### config.mk
export PLATFORM = sky130hd
export DESIGN_NAME = dmem_arbiter_flat
export DESIGN_NICKNAME = d
export VERILOG_FILES = /design/src/rtl/dmem_pkg.sv /design/src/rtl/dmem_arbiter_if.sv /design/src/rtl/dmem_arbiter_rr_arb2.sv /design/src/rtl/dmem_arbiter.sv /design/src/flat_wrapper.sv
export SDC_FILE = /design/constraint.sdc
export NUM_CORES = 1
export LEC_CHECK = 0
export CAP_MARGIN = 20
export CORE_AREA = 2 2 127 129
export CTS_CLUSTER_DIAMETER = 120
export DETAILED_ROUTE_END_ITERATION = 16
export DIE_AREA = 0 0 129 131
export PLACE_DENSITY_LB_ADDON = 0.08
export SYNTH_ARGS = -nofsm -noshare
export SYNTH_HDL_FRONTEND = slang
export SYNTH_HIERARCHICAL = 1
export SYNTH_SLANG_ARGS = --single-unit
### constraint.sdc
create_clock -name clk -period 3.3 [get_ports clk]
set_input_delay 0.495 -clock clk [delete_from_list [all_inputs] [get_ports clk]]
set_output_delay 0.495 -clock clk [all_outputs]
set_load 0.1 [all_outputs]
### src/rtl/dmem_pkg.sv
// Shared types and encodings for the data-memory arbiter and its clients.
package dmem_pkg;

  localparam int ADDR_W = 32;
  localparam int DATA_W = 32;

  // Byte-lane store masks; store data is low-aligned and shifted to the lowest lane set.
  localparam logic [3:0] WM_SB0   = 4'b0001;
  localparam logic [3:0] WM_SB1   = 4'b0010;
  localparam logic [3:0] WM_SB2   = 4'b0100;
  localparam logic [3:0] WM_SB3   = 4'b1000;
  localparam logic [3:0] WM_SH_LO = 4'b0011;
  localparam logic [3:0] WM_SH_HI = 4'b1100;
  localparam logic [3:0] WM_SW    = 4'b1111;

  // Load masks: [3:0] byte lanes, [4] sign-extend from the top selected lane.
  localparam logic [4:0] RM_LBU0   = 5'b00001;
  localparam logic [4:0] RM_LBU1   = 5'b00010;
  localparam logic [4:0] RM_LBU2   = 5'b00100;
  localparam logic [4:0] RM_LBU3   = 5'b01000;
  localparam logic [4:0] RM_LB0    = 5'b10001;
  localparam logic [4:0] RM_LB1    = 5'b10010;
  localparam logic [4:0] RM_LB2    = 5'b10100;
  localparam logic [4:0] RM_LB3    = 5'b11000;
  localparam logic [4:0] RM_LHU_LO = 5'b00011;
  localparam logic [4:0] RM_LHU_HI = 5'b01100;
  localparam logic [4:0] RM_LH_LO  = 5'b10011;
  localparam logic [4:0] RM_LH_HI  = 5'b11100;
  localparam logic [4:0] RM_LW     = 5'b01111;

  typedef enum logic {IDLE = 1'b0, LOCKED = 1'b1} arb_state_t;

  typedef struct packed {
    logic [3:0]        wmem;
    logic [4:0]        rmem;
    logic [ADDR_W-1:0] addr;
    logic [DATA_W-1:0] wdata;
  } dmem_cmd_t;

endpackage

### src/rtl/dmem_arbiter_if.sv
// Two requester ports plus the dmem command/load-data bus.
interface dmem_arbiter_if #(
  parameter int ADDR_W = dmem_pkg::ADDR_W,
  parameter int DATA_W = dmem_pkg::DATA_W
);
  logic              m0_req, m1_req;
  logic              m0_lock, m1_lock;
  logic [3:0]        m0_wmem, m1_wmem;
  logic [4:0]        m0_rmem, m1_rmem;
  logic [ADDR_W-1:0] m0_addr, m1_addr;
  logic [DATA_W-1:0] m0_wdata, m1_wdata;
  logic              m0_gnt, m1_gnt;
  logic              m0_rvalid, m1_rvalid;
  logic [DATA_W-1:0] m0_rdata, m1_rdata;
  logic [3:0]        wmem;
  logic [4:0]        rmem;
  logic [ADDR_W-1:0] mem_addr;
  logic [DATA_W-1:0] store_data;
  logic [DATA_W-1:0] load_data;

  modport slave (
    input  m0_req, m1_req, m0_lock, m1_lock, m0_wmem, m1_wmem, m0_rmem, m1_rmem,
           m0_addr, m1_addr, m0_wdata, m1_wdata, load_data,
    output m0_gnt, m1_gnt, m0_rvalid, m1_rvalid, m0_rdata, m1_rdata,
           wmem, rmem, mem_addr, store_data
  );

  modport master (
    output m0_req, m1_req, m0_lock, m1_lock, m0_wmem, m1_wmem, m0_rmem, m1_rmem,
           m0_addr, m1_addr, m0_wdata, m1_wdata, load_data,
    input  m0_gnt, m1_gnt, m0_rvalid, m1_rvalid, m0_rdata, m1_rdata,
           wmem, rmem, mem_addr, store_data
  );
endinterface

### src/rtl/dmem_arbiter_rr_arb2.sv
// Two-requester round-robin with a bounded lock; one-hot combinational grant.
module rr_arb2 import dmem_pkg::*; #(
  parameter int LOCK_MAX = 8
) (
  input  logic       clk,
  input  logic       rst_n,
  input  logic [1:0] req,
  input  logic [1:0] lock,
  output logic [1:0] gnt
);
  localparam int            CW   = $clog2(LOCK_MAX + 1);
  localparam logic [CW-1:0] LMAX = CW'(LOCK_MAX);

  arb_state_t    state_q, state_d;
  logic          owner_q, owner_d;
  logic          last_q, last_d;
  logic [CW-1:0] cnt_q, cnt_d, cnt_inc;
  logic          hold, win;

  // Pick the winner, then advance lock ownership; cnt counts locked beats including the entry beat.
  always_comb begin
    gnt     = '0;
    state_d = state_q;
    owner_d = owner_q;
    last_d  = last_q;
    cnt_d   = cnt_q;
    cnt_inc = cnt_q + CW'(1);
    hold    = (state_q == LOCKED) && req[owner_q];
    if (hold)        win = owner_q;
    else if (&req)   win = ~last_q;
    else             win = req[1];
    gnt[win] = |req;
    if (|req) begin
      last_d = win;
      if (hold) begin
        if (lock[owner_q] && (cnt_inc < LMAX)) begin
          cnt_d = cnt_inc;
        end else begin
          state_d = IDLE;
          cnt_d   = '0;
        end
      end else if (lock[win] && (LOCK_MAX > 1)) begin
        // LOCK_MAX of 1 means a lock can never extend past its own beat.
        state_d = LOCKED;
        owner_d = win;
        cnt_d   = CW'(1);
      end else begin
        state_d = IDLE;
        cnt_d   = '0;
      end
    end else begin
      // Owner dropping req (with nobody else asking) also ends the lock.
      state_d = IDLE;
      cnt_d   = '0;
    end
  end

  // Arbiter state registers.
  always_ff @(posedge clk or negedge rst_n) begin
    if (!rst_n) begin
      state_q <= IDLE;
      owner_q <= 1'b0;
      last_q  <= 1'b1;
      cnt_q   <= '0;
    end else begin
      state_q <= state_d;
      owner_q <= owner_d;
      last_q  <= last_d;
      cnt_q   <= cnt_d;
    end
  end

endmodule

### src/rtl/dmem_arbiter.sv
// Arbitrates two ports onto dmem: grant, issue register, tagged response register.
module dmem_arbiter #(
  parameter int ADDR_W   = dmem_pkg::ADDR_W,
  parameter int DATA_W   = dmem_pkg::DATA_W,
  parameter int LOCK_MAX = 8
) (
  input logic           clk,
  input logic           rst_n,
  dmem_arbiter_if.slave bus
);
  logic [1:0]        req, lock, gnt;
  logic              iss_v_q, iss_v_d, iss_port_q, iss_port_d;
  logic [3:0]        wmem_q, wmem_d;
  logic [4:0]        rmem_q, rmem_d;
  logic [ADDR_W-1:0] addr_q, addr_d;
  logic [DATA_W-1:0] wdata_q, wdata_d;
  logic              rsp_v_q, rsp_v_d, rsp_port_q, rsp_port_d;
  logic [DATA_W-1:0] rdata_q, rdata_d;
  logic              rv0, rv1;

  assign req  = {bus.m1_req, bus.m0_req};
  assign lock = {bus.m1_lock, bus.m0_lock};

  rr_arb2 #(.LOCK_MAX(LOCK_MAX)) u_arb (
    .clk   (clk),
    .rst_n (rst_n),
    .req   (req),
    .lock  (lock),
    .gnt   (gnt)
  );

  assign bus.m0_gnt = gnt[0];
  assign bus.m1_gnt = gnt[1];

  // Mux the granted port's command into the issue stage; the command holds while idle.
  always_comb begin
    iss_v_d    = |gnt;
    iss_port_d = gnt[1];
    wmem_d     = wmem_q;
    rmem_d     = rmem_q;
    addr_d     = addr_q;
    wdata_d    = wdata_q;
    if (gnt[1]) begin
      wmem_d  = bus.m1_wmem;
      rmem_d  = bus.m1_rmem;
      addr_d  = bus.m1_addr;
      wdata_d = bus.m1_wdata;
    end else if (gnt[0]) begin
      wmem_d  = bus.m0_wmem;
      rmem_d  = bus.m0_rmem;
      addr_d  = bus.m0_addr;
      wdata_d = bus.m0_wdata;
    end
  end

  // Capture dmem's load result one cycle after issue; stores and no-ops return 0.
  always_comb begin
    rsp_v_d    = iss_v_q;
    rsp_port_d = iss_port_q;
    rdata_d    = (iss_v_q && (rmem_q != '0)) ? bus.load_data : '0;
  end

  // Issue and response registers; async reset drops any in-flight beat at once.
  always_ff @(posedge clk or negedge rst_n) begin
    if (!rst_n) begin
      iss_v_q    <= 1'b0;
      iss_port_q <= 1'b0;
      wmem_q     <= '0;
      rmem_q     <= '0;
      addr_q     <= '0;
      wdata_q    <= '0;
      rsp_v_q    <= 1'b0;
      rsp_port_q <= 1'b0;
      rdata_q    <= '0;
    end else begin
      iss_v_q    <= iss_v_d;
      iss_port_q <= iss_port_d;
      wmem_q     <= wmem_d;
      rmem_q     <= rmem_d;
      addr_q     <= addr_d;
      wdata_q    <= wdata_d;
      rsp_v_q    <= rsp_v_d;
      rsp_port_q <= rsp_port_d;
      rdata_q    <= rdata_d;
    end
  end

  // Idle cycles must never write or read, so masks are gated by the issue valid.
  assign bus.wmem       = iss_v_q ? wmem_q : '0;
  assign bus.rmem       = iss_v_q ? rmem_q : '0;
  assign bus.mem_addr   = addr_q;
  assign bus.store_data = wdata_q;

  assign rv0           = rsp_v_q & ~rsp_port_q;
  assign rv1           = rsp_v_q &  rsp_port_q;
  assign bus.m0_rvalid = rv0;
  assign bus.m1_rvalid = rv1;
  assign bus.m0_rdata  = rv0 ? rdata_q : '0;
  assign bus.m1_rdata  = rv1 ? rdata_q : '0;

endmodule

### src/flat_wrapper.sv
// flat-port wrapper written by rule: the top's interface ports become plain ports
module dmem_arbiter_flat 
#(
  parameter int ADDR_W   = dmem_pkg::ADDR_W,
  parameter int DATA_W   = dmem_pkg::DATA_W,
  parameter int LOCK_MAX = 8
)
  (clk, rst_n, bus_m0_req, bus_m1_req, bus_m0_lock, bus_m1_lock, bus_m0_wmem, bus_m1_wmem, bus_m0_rmem, bus_m1_rmem, bus_m0_addr, bus_m1_addr, bus_m0_wdata, bus_m1_wdata, bus_load_data, bus_m0_gnt, bus_m1_gnt, bus_m0_rvalid, bus_m1_rvalid, bus_m0_rdata, bus_m1_rdata, bus_wmem, bus_rmem, bus_mem_addr, bus_store_data);
  dmem_arbiter_if #(.ADDR_W(ADDR_W), .DATA_W(DATA_W)) bus_i ();
  input logic clk;
  input logic rst_n;
  input wire logic [$bits(bus_i.m0_req)-1:0] bus_m0_req;
  input wire logic [$bits(bus_i.m1_req)-1:0] bus_m1_req;
  input wire logic [$bits(bus_i.m0_lock)-1:0] bus_m0_lock;
  input wire logic [$bits(bus_i.m1_lock)-1:0] bus_m1_lock;
  input wire logic [$bits(bus_i.m0_wmem)-1:0] bus_m0_wmem;
  input wire logic [$bits(bus_i.m1_wmem)-1:0] bus_m1_wmem;
  input wire logic [$bits(bus_i.m0_rmem)-1:0] bus_m0_rmem;
  input wire logic [$bits(bus_i.m1_rmem)-1:0] bus_m1_rmem;
  input wire logic [$bits(bus_i.m0_addr)-1:0] bus_m0_addr;
  input wire logic [$bits(bus_i.m1_addr)-1:0] bus_m1_addr;
  input wire logic [$bits(bus_i.m0_wdata)-1:0] bus_m0_wdata;
  input wire logic [$bits(bus_i.m1_wdata)-1:0] bus_m1_wdata;
  input wire logic [$bits(bus_i.load_data)-1:0] bus_load_data;
  output wire logic [$bits(bus_i.m0_gnt)-1:0] bus_m0_gnt;
  output wire logic [$bits(bus_i.m1_gnt)-1:0] bus_m1_gnt;
  output wire logic [$bits(bus_i.m0_rvalid)-1:0] bus_m0_rvalid;
  output wire logic [$bits(bus_i.m1_rvalid)-1:0] bus_m1_rvalid;
  output wire logic [$bits(bus_i.m0_rdata)-1:0] bus_m0_rdata;
  output wire logic [$bits(bus_i.m1_rdata)-1:0] bus_m1_rdata;
  output wire logic [$bits(bus_i.wmem)-1:0] bus_wmem;
  output wire logic [$bits(bus_i.rmem)-1:0] bus_rmem;
  output wire logic [$bits(bus_i.mem_addr)-1:0] bus_mem_addr;
  output wire logic [$bits(bus_i.store_data)-1:0] bus_store_data;
  assign bus_i.m0_req = bus_m0_req;
  assign bus_i.m1_req = bus_m1_req;
  assign bus_i.m0_lock = bus_m0_lock;
  assign bus_i.m1_lock = bus_m1_lock;
  assign bus_i.m0_wmem = bus_m0_wmem;
  assign bus_i.m1_wmem = bus_m1_wmem;
  assign bus_i.m0_rmem = bus_m0_rmem;
  assign bus_i.m1_rmem = bus_m1_rmem;
  assign bus_i.m0_addr = bus_m0_addr;
  assign bus_i.m1_addr = bus_m1_addr;
  assign bus_i.m0_wdata = bus_m0_wdata;
  assign bus_i.m1_wdata = bus_m1_wdata;
  assign bus_i.load_data = bus_load_data;
  assign bus_m0_gnt = bus_i.m0_gnt;
  assign bus_m1_gnt = bus_i.m1_gnt;
  assign bus_m0_rvalid = bus_i.m0_rvalid;
  assign bus_m1_rvalid = bus_i.m1_rvalid;
  assign bus_m0_rdata = bus_i.m0_rdata;
  assign bus_m1_rdata = bus_i.m1_rdata;
  assign bus_wmem = bus_i.wmem;
  assign bus_rmem = bus_i.rmem;
  assign bus_mem_addr = bus_i.mem_addr;
  assign bus_store_data = bus_i.store_data;
  dmem_arbiter #(.ADDR_W(ADDR_W), .DATA_W(DATA_W), .LOCK_MAX(LOCK_MAX)) u_core (.clk(clk), .rst_n(rst_n), .bus(bus_i));
endmodule
; ---- Word level (Yosys, flattened, before mapping)
; Cells that the tools add are included.
[word_totals]
regBits = 116
in_bits = 184
output_inout_bits = 141
elab_cells = 66
[op_classes]
n_addsub = 1
magnitude_cmp = 4
eq_ne = 1
n_mux = 31
bitwise_logic = 6
reduce_logical = 10
[ops]
columns = cell, n
row1 = $mux W32, 7
row2 = $mux W4, 6
row3 = $mux W5, 3
row4 = $mux W1, 14
row5 = $reduce_bool A5 Y1, 1
row6 = $add A4 B1 Y4 const B, 1
row7 = $logic_and A1 B1 Y1, 4
row8 = $lt A1 B2 Y1 const B, 2
row9 = $lt A4 B4 Y1 const B, 1
row10 = $reduce_or A2 Y1, 2
row11 = $ne A3 B3 Y1 const B, 1
row12 = $not A1 Y1, 3
row13 = $reduce_and A3 Y1, 1
row14 = $and A1 B1 Y1, 2
row15 = $and A2 B2 Y2, 1
row16 = $reduce_and A2 Y1, 1
row17 = $reduce_bool A2 Y1, 1
row18 = $demux W1 S1, 1
row19 = $ge A1 B1 Y1 const B, 1

; ---- Logic depth before layout (Yosys ltp)
[depth]
word_depth = 11
ltp_mapped = 8
mapped_depth_nobuf = 5

; ---- Cells and area by module
; The synthesis kept the hierarchy.
[modules_own_cells]
columns = module, n_inst, cells_per_inst, area_per_inst_um2, seq_area_each_um2
row1 = dmem_arbiter, 1, 513, 5138.7, 2727.6
row2 = rr_arb2, 1, 44, 402.9, 176.4

; ---- Worst setup path before layout
; OpenSTA, ideal clock, no wires.
[synth_timing]
path_kind = register to register
start = register u_core.u_arb.last_q
end = register u_core.wdata_q[12] (netlist: u_core/bus.store_data[12])
setup_time_ns = 0.132
arrival_time_ns = 3.274
required_ns = 3.168
path_slack_ns = -0.106
stages_incl_launch_ff = 7
path_buffers = 2
period_less_slack_ns = 3.406
path_cell_list = dfstp_2 or2b_1 a31oi_1 buf_4 buf_6 mux2i_1 o21ai_1
[synth_between]
elab_chain_cells = 9
elab_cells_between_ends = 11
classes_between = order compare (2) / mux (5) / bitwise (2) / reduce/logical (2)
[synth_rtl]
columns = element, line_no
row1 = start: declaration, dmem_arbiter_rr_arb2.sv:16  ; logic last_q, last_d;
row2 = start signal: assignment, dmem_arbiter_rr_arb2.sv:68  ; last_q <= last_d;
row3 = $not A1 Y1 *, dmem_arbiter_rr_arb2.sv:30  ; else if (&req) win = ~last_q;
row4 = $mux W1 *, dmem_arbiter_rr_arb2.sv:30
row5 = $mux W1 *, dmem_arbiter_rr_arb2.sv:29  ; if (hold) win = owner_q;
row6 = $lt A1 B2 Y1 (not written as such) / $ge A1 B1 Y1 (equally long branches), dmem_arbiter_rr_arb2.sv:32  ; gnt[win] = |req;
row7 = $logic_and A1 B1 Y1 (not written as such), dmem_arbiter_rr_arb2.sv:32
row8 = $mux W1 (not written as such), dmem_arbiter_rr_arb2.sv:32
row9 = $demux W1 S1 *, dmem_arbiter_rr_arb2.sv:32
row10 = $and A2 B2 Y2 (no source line) *, --
row11 = net bus_m0_gnt, flat_wrapper.sv:25  ; output wire logic [$bits(bus_i.m0_gnt)-1:0] bus_m0_gnt;
row12 = $reduce_bool A2 Y1 (no source line) *, --
row13 = end signal: assignment, dmem_arbiter.sv:81  ; wdata_q <= wdata_d;
row14 = end: declaration, dmem_arbiter.sv:16  ; logic [DATA_W-1:0] wdata_q, wdata_d;
; The timed path passes the listed nets; every way through them passes the cells marked *.
; A chain may end at the register's enable or synchronous reset.

; ---- Worst setup path in the final report
[layout_timing]
start = register u_core.rsp_port_q
end = output bus_m0_rdata[22]
[layout_between]
elab_chain_cells = 3
[layout_rtl]
columns = element, line_no
row1 = start: declaration, dmem_arbiter.sv:17  ; logic rsp_v_q, rsp_v_d, rsp_port_q, rsp_port_d;
row2 = start signal: assignment, dmem_arbiter.sv:83  ; rsp_port_q <= rsp_port_d;
row3 = $not A1 Y1, dmem_arbiter.sv:94  ; assign rv0 = rsp_v_q & ~rsp_port_q;
row4 = $and A1 B1 Y1, dmem_arbiter.sv:94
row5 = $mux W32, dmem_arbiter.sv:98  ; assign bus.m0_rdata = rv0 ? rdata_q : '0;
row6 = end: declaration, flat_wrapper.sv:29  ; output wire logic [$bits(bus_i.m0_rdata)-1:0] bus_m0_rdata;
; No other way between the ends.

==> results.md <==
- Status: complete, no violations
- Clk Tree Root Cell: clkbuf_16
- Cell family with most CP delay: simple AND/OR/NAND/NOR gates
- Post-synthesis register bit count: between 100 and 150
- Std cell rows: 46
- Commonest cells after routing, fill and taps aside: clkdlybuf4s50_1 (237), dfrtp_1 (115), nand2_1 (107)
- RSZ-0062 raised after global routing: false
- Crit-path cells: and2b_1, and2_1, buf_4
- Setup TNS: 0 ns
- Die Height: between 100 and 150 um
- Clk pwr share: between 20 and 30%
- Post-place instance area: approximately 8700 sq um
- Initial DRC Count: around 260
- Number of I/O port buffers: ~320
- Most common cell after layout, fill and taps aside: clkdlybuf4s50_1
- Slew @ Worst Pin: 1.04 ns
- Ant diodes: 0
- Latest clock arrival within the worst-skew pair: just over 0.4 ns
- Initial core utilization: between 30 and 40%
- Post-DP HPWL: approximately 14 mm
- CTS tree: built
- Final Hold Vio Count: 0
- Post-synth EDFFs: 0
- TritonRoute pass-1 iters: 4
- Setup ws final: about 0.36 ns
- Cells after Synth: between 500 and 600
- Resized cells post-CTS: 0
- Syn. warnings: 6
- Final GP Congestion: ~0.83
- CP endpoint kind: output pin
- Sequential power share: roughly 26%
- Total number of vias: between 5k and 6k
- Finished layout cell area: approximately 9400 sq um
- Clock transition at path regs: ~0.05 ns
- Critical Path Fanout Max: 34
- Net Sw Frac: a little under half
- DIE AREA: between 15000 and 20000 sq um
- Share of layout cells above drive strength 1: about 16%
- Core area: between 15000 and 20000 sq um
- Sw power: 3.33 mW
- Largest net degree at the start of global routing: just under 60
- DR vias/cell: ~4.8
- Leak Pwr: about 4.3 nW
- Total Routed Length: roughly 18 mm
- Clk_skew: between 0.005 and 0.006 ns
- Max VDD drop: roughly 390 uV
- Buffer and inverter count on the worst path: 1
- Number of global-route vias before repair: ~5.4k
- Setup Slack @ Placement: between 0.7 and 0.8 ns
- Kind of critical path: reg -> out
- CTS Buffer Depth: 2
- Die Width: between 100 and 150 um
- Max-slew headroom: between 30% and 40%
- Slew Limit Fails: 0
- Ys flop type: dfrtp_1
- Critical Path Start Type: register
- Routed WL per cell: between 15 and 20 um
- TritonCTS buffer count: 17
- Pint: slightly below 4 mW
- # IOs: roughly 330
- Max Freq: ~340 MHz
- Sinks on Clock Net: around 120
- GR Util All Layers: roughly a fifth
- Final setup violating endpoints: 0
- Worst path slowest cell: and2b_1
- Req. time, crit path: 2.80 ns
- Cell Area, Synth: 5540 sq um
- Final period utilization: between 80 and 90%
- First-pass GRT wire length: between 20 and 30 mm
- Critical Path AT: around 2.5 ns
- CTS Hold Bufs: 0
- Cell Pwr Density: between 700 and 800 nW/um^2
- Initial antenna violation count: 0
- Antenna Nets Post-Route: 0
- Final nets: 1053
- # fillers: around 1.4k
- Logic gate share of total power: a little under half
- Ys async rst share: 100%
- Min Tclk post-route: 2.94 ns
- Slowest stage delay, CP: approximately 0.84 ns
- Sequential share of the synthesized area: 52.4%
- HP Class: in -> async
- H-tree depth: 4
- Area growth from synthesis to final layout: 69.2%
- Residual DRC: 0
- Syn Area/Cell: 9.95 sq um
- Synth unique cells: 36
- Postcts setup bufs: 0
- Total gr overflow: 0
- Maxcap violations: 0
- Syn nets: 742
[path summary, 6_finish.rpt]
path | start | end | slack (ns) | depth (start not counted)
min in group clk | u_core/iss_port_q$_DFF_PN0_ | u_core/rsp_port_q$_DFF_PN0_ | 0.35 | 0
max in group asynchronous | rst_n | u_core/rdata_q[7]$_DFF_PN0_ | 2.53 | 2
hold / removal | rst_n | u_core/bus.mem_addr[23]$_DFFE_PN0P_ | 0.03 | 1
setup reg to reg | u_core/u_arb/last_q$_DFFE_PN1N_ | u_core/bus.store_data[20]$_DFFE_PN0P_ | 1.09 | 5
hold reg to reg | u_core/iss_port_q$_DFF_PN0_ | u_core/rsp_port_q$_DFF_PN0_ | 0.35 | 0
setup / recovery | u_core/rsp_port_q$_DFF_PN0_ | bus_m0_rdata[22] | 0.36 | 3
[stage by stage]
| stage | total power [mW] | utilization, % | hold slack, ns | instances |
|---|---|---|---|---|
| CTS | 7.28 | 60.1 | 0.0419 | 1097 |
| detailed placement | 5.26 | 56.0 | 0.335 | 1065 |
| global route | 7.50 | 60.1 | 0.0585 | 1097 |
| global placement | 5.22 | 56.0 | 0.335 | 1065 |
| floorplan | 4.36 | - | 0.199 | 557 |
| finish | 7.23 | 60.1 | 0.0340 | 1097 |
[final cells by class]
type / count / area [sq um] / share of cell area [%]
timing repair buffer: 335 / 3150 / 33.6
sequential: 116 / 2900 / 31.0
multi-input combinational: 393 / 2390 / 25.5
clock buffer: 22 / 494 / 5.27
tap: 216 / 270 / 2.88
clock inverter: 10 / 150 / 1.60
inverter: 5 / 18.8 / 0.200
[routing by layer]
layer | share of wire [%] | GRT usage, % | vias up
li1 | - | - | 2514
met1 | 39 | 23.8 | 2429
met2 | 51 | 37.6 | 227
met3 | 6.8 | 6.15 | 41
met4 | 3.2 | 9.21 | 0
met5 | 0 | 0 | -
[power by group through the flow]
| stage | Combinational (mW) | Sequential [mW] | Clock (mW) |
|---|---|---|---|
| floorplan | 1.34 | 3.02 | 0 |
| global placement | 3.36 | 1.86 | 0 |
| detailed placement | 3.39 | 1.87 | 0 |
| CTS | 3.39 | 1.86 | 2.03 |
| global route | 3.51 | 1.90 | 2.10 |
| finish | 3.37 | 1.86 | 2.00 |
[logic make-up after synthesis]
group | share of synthesized area [%]
xor+xnor | 0.158
compound gates | 11.4
buf+inv | 4.85
other cells | 0.0677
fa+ha+maj | 0.226
flops | 52.4
mux | 13.2
simple gates | 17.7
[synthesized netlist by cell type (2+ instances only)]
| master | instances | area [sq um] |
|---|---|---|
| inv_1 | 5 | 18.8 |
| dfrtp_1 | 115 | 2880 |
| and2b_1 | 2 | 15.0 |
| and3_1 | 34 | 213 |
| a31oi_1 | 2 | 12.5 |
| and2_1 | 41 | 257 |
| nand2_1 | 107 | 402 |
| nor2_1 | 4 | 15.0 |
| buf_4 | 3 | 22.5 |
| o21ai_0 | 16 | 80.1 |
| buf_6 | 9 | 101 |
| buf_2 | 8 | 40.0 |
| a21oi_1 | 33 | 165 |
| a21oi_2 | 3 | 26.3 |
| o21ai_1 | 61 | 305 |
| mux2i_1 | 73 | 731 |
| clkbuf_1 | 22 | 82.6 |
[flip-flops by register name, indices dropped and copies added, names as in the netlist]
register / flops
u_core/rsp_v_q: 1
u_core/iss_v_q: 1
u_core/u_arb/owner_q: 1
u_core/rsp_port_q: 1
u_core/iss_port_q: 1
u_core/u_arb/last_q: 1
u_core/bus.mem_addr: 32
u_core/rmem_q: 5
u_core/bus.store_data: 32
u_core/u_arb/state_q: 1
u_core/u_arb/cnt_q: 4
u_core/wmem_q: 4
u_core/rdata_q: 32
No activity file was read; power rests on OpenSTA's default activity.
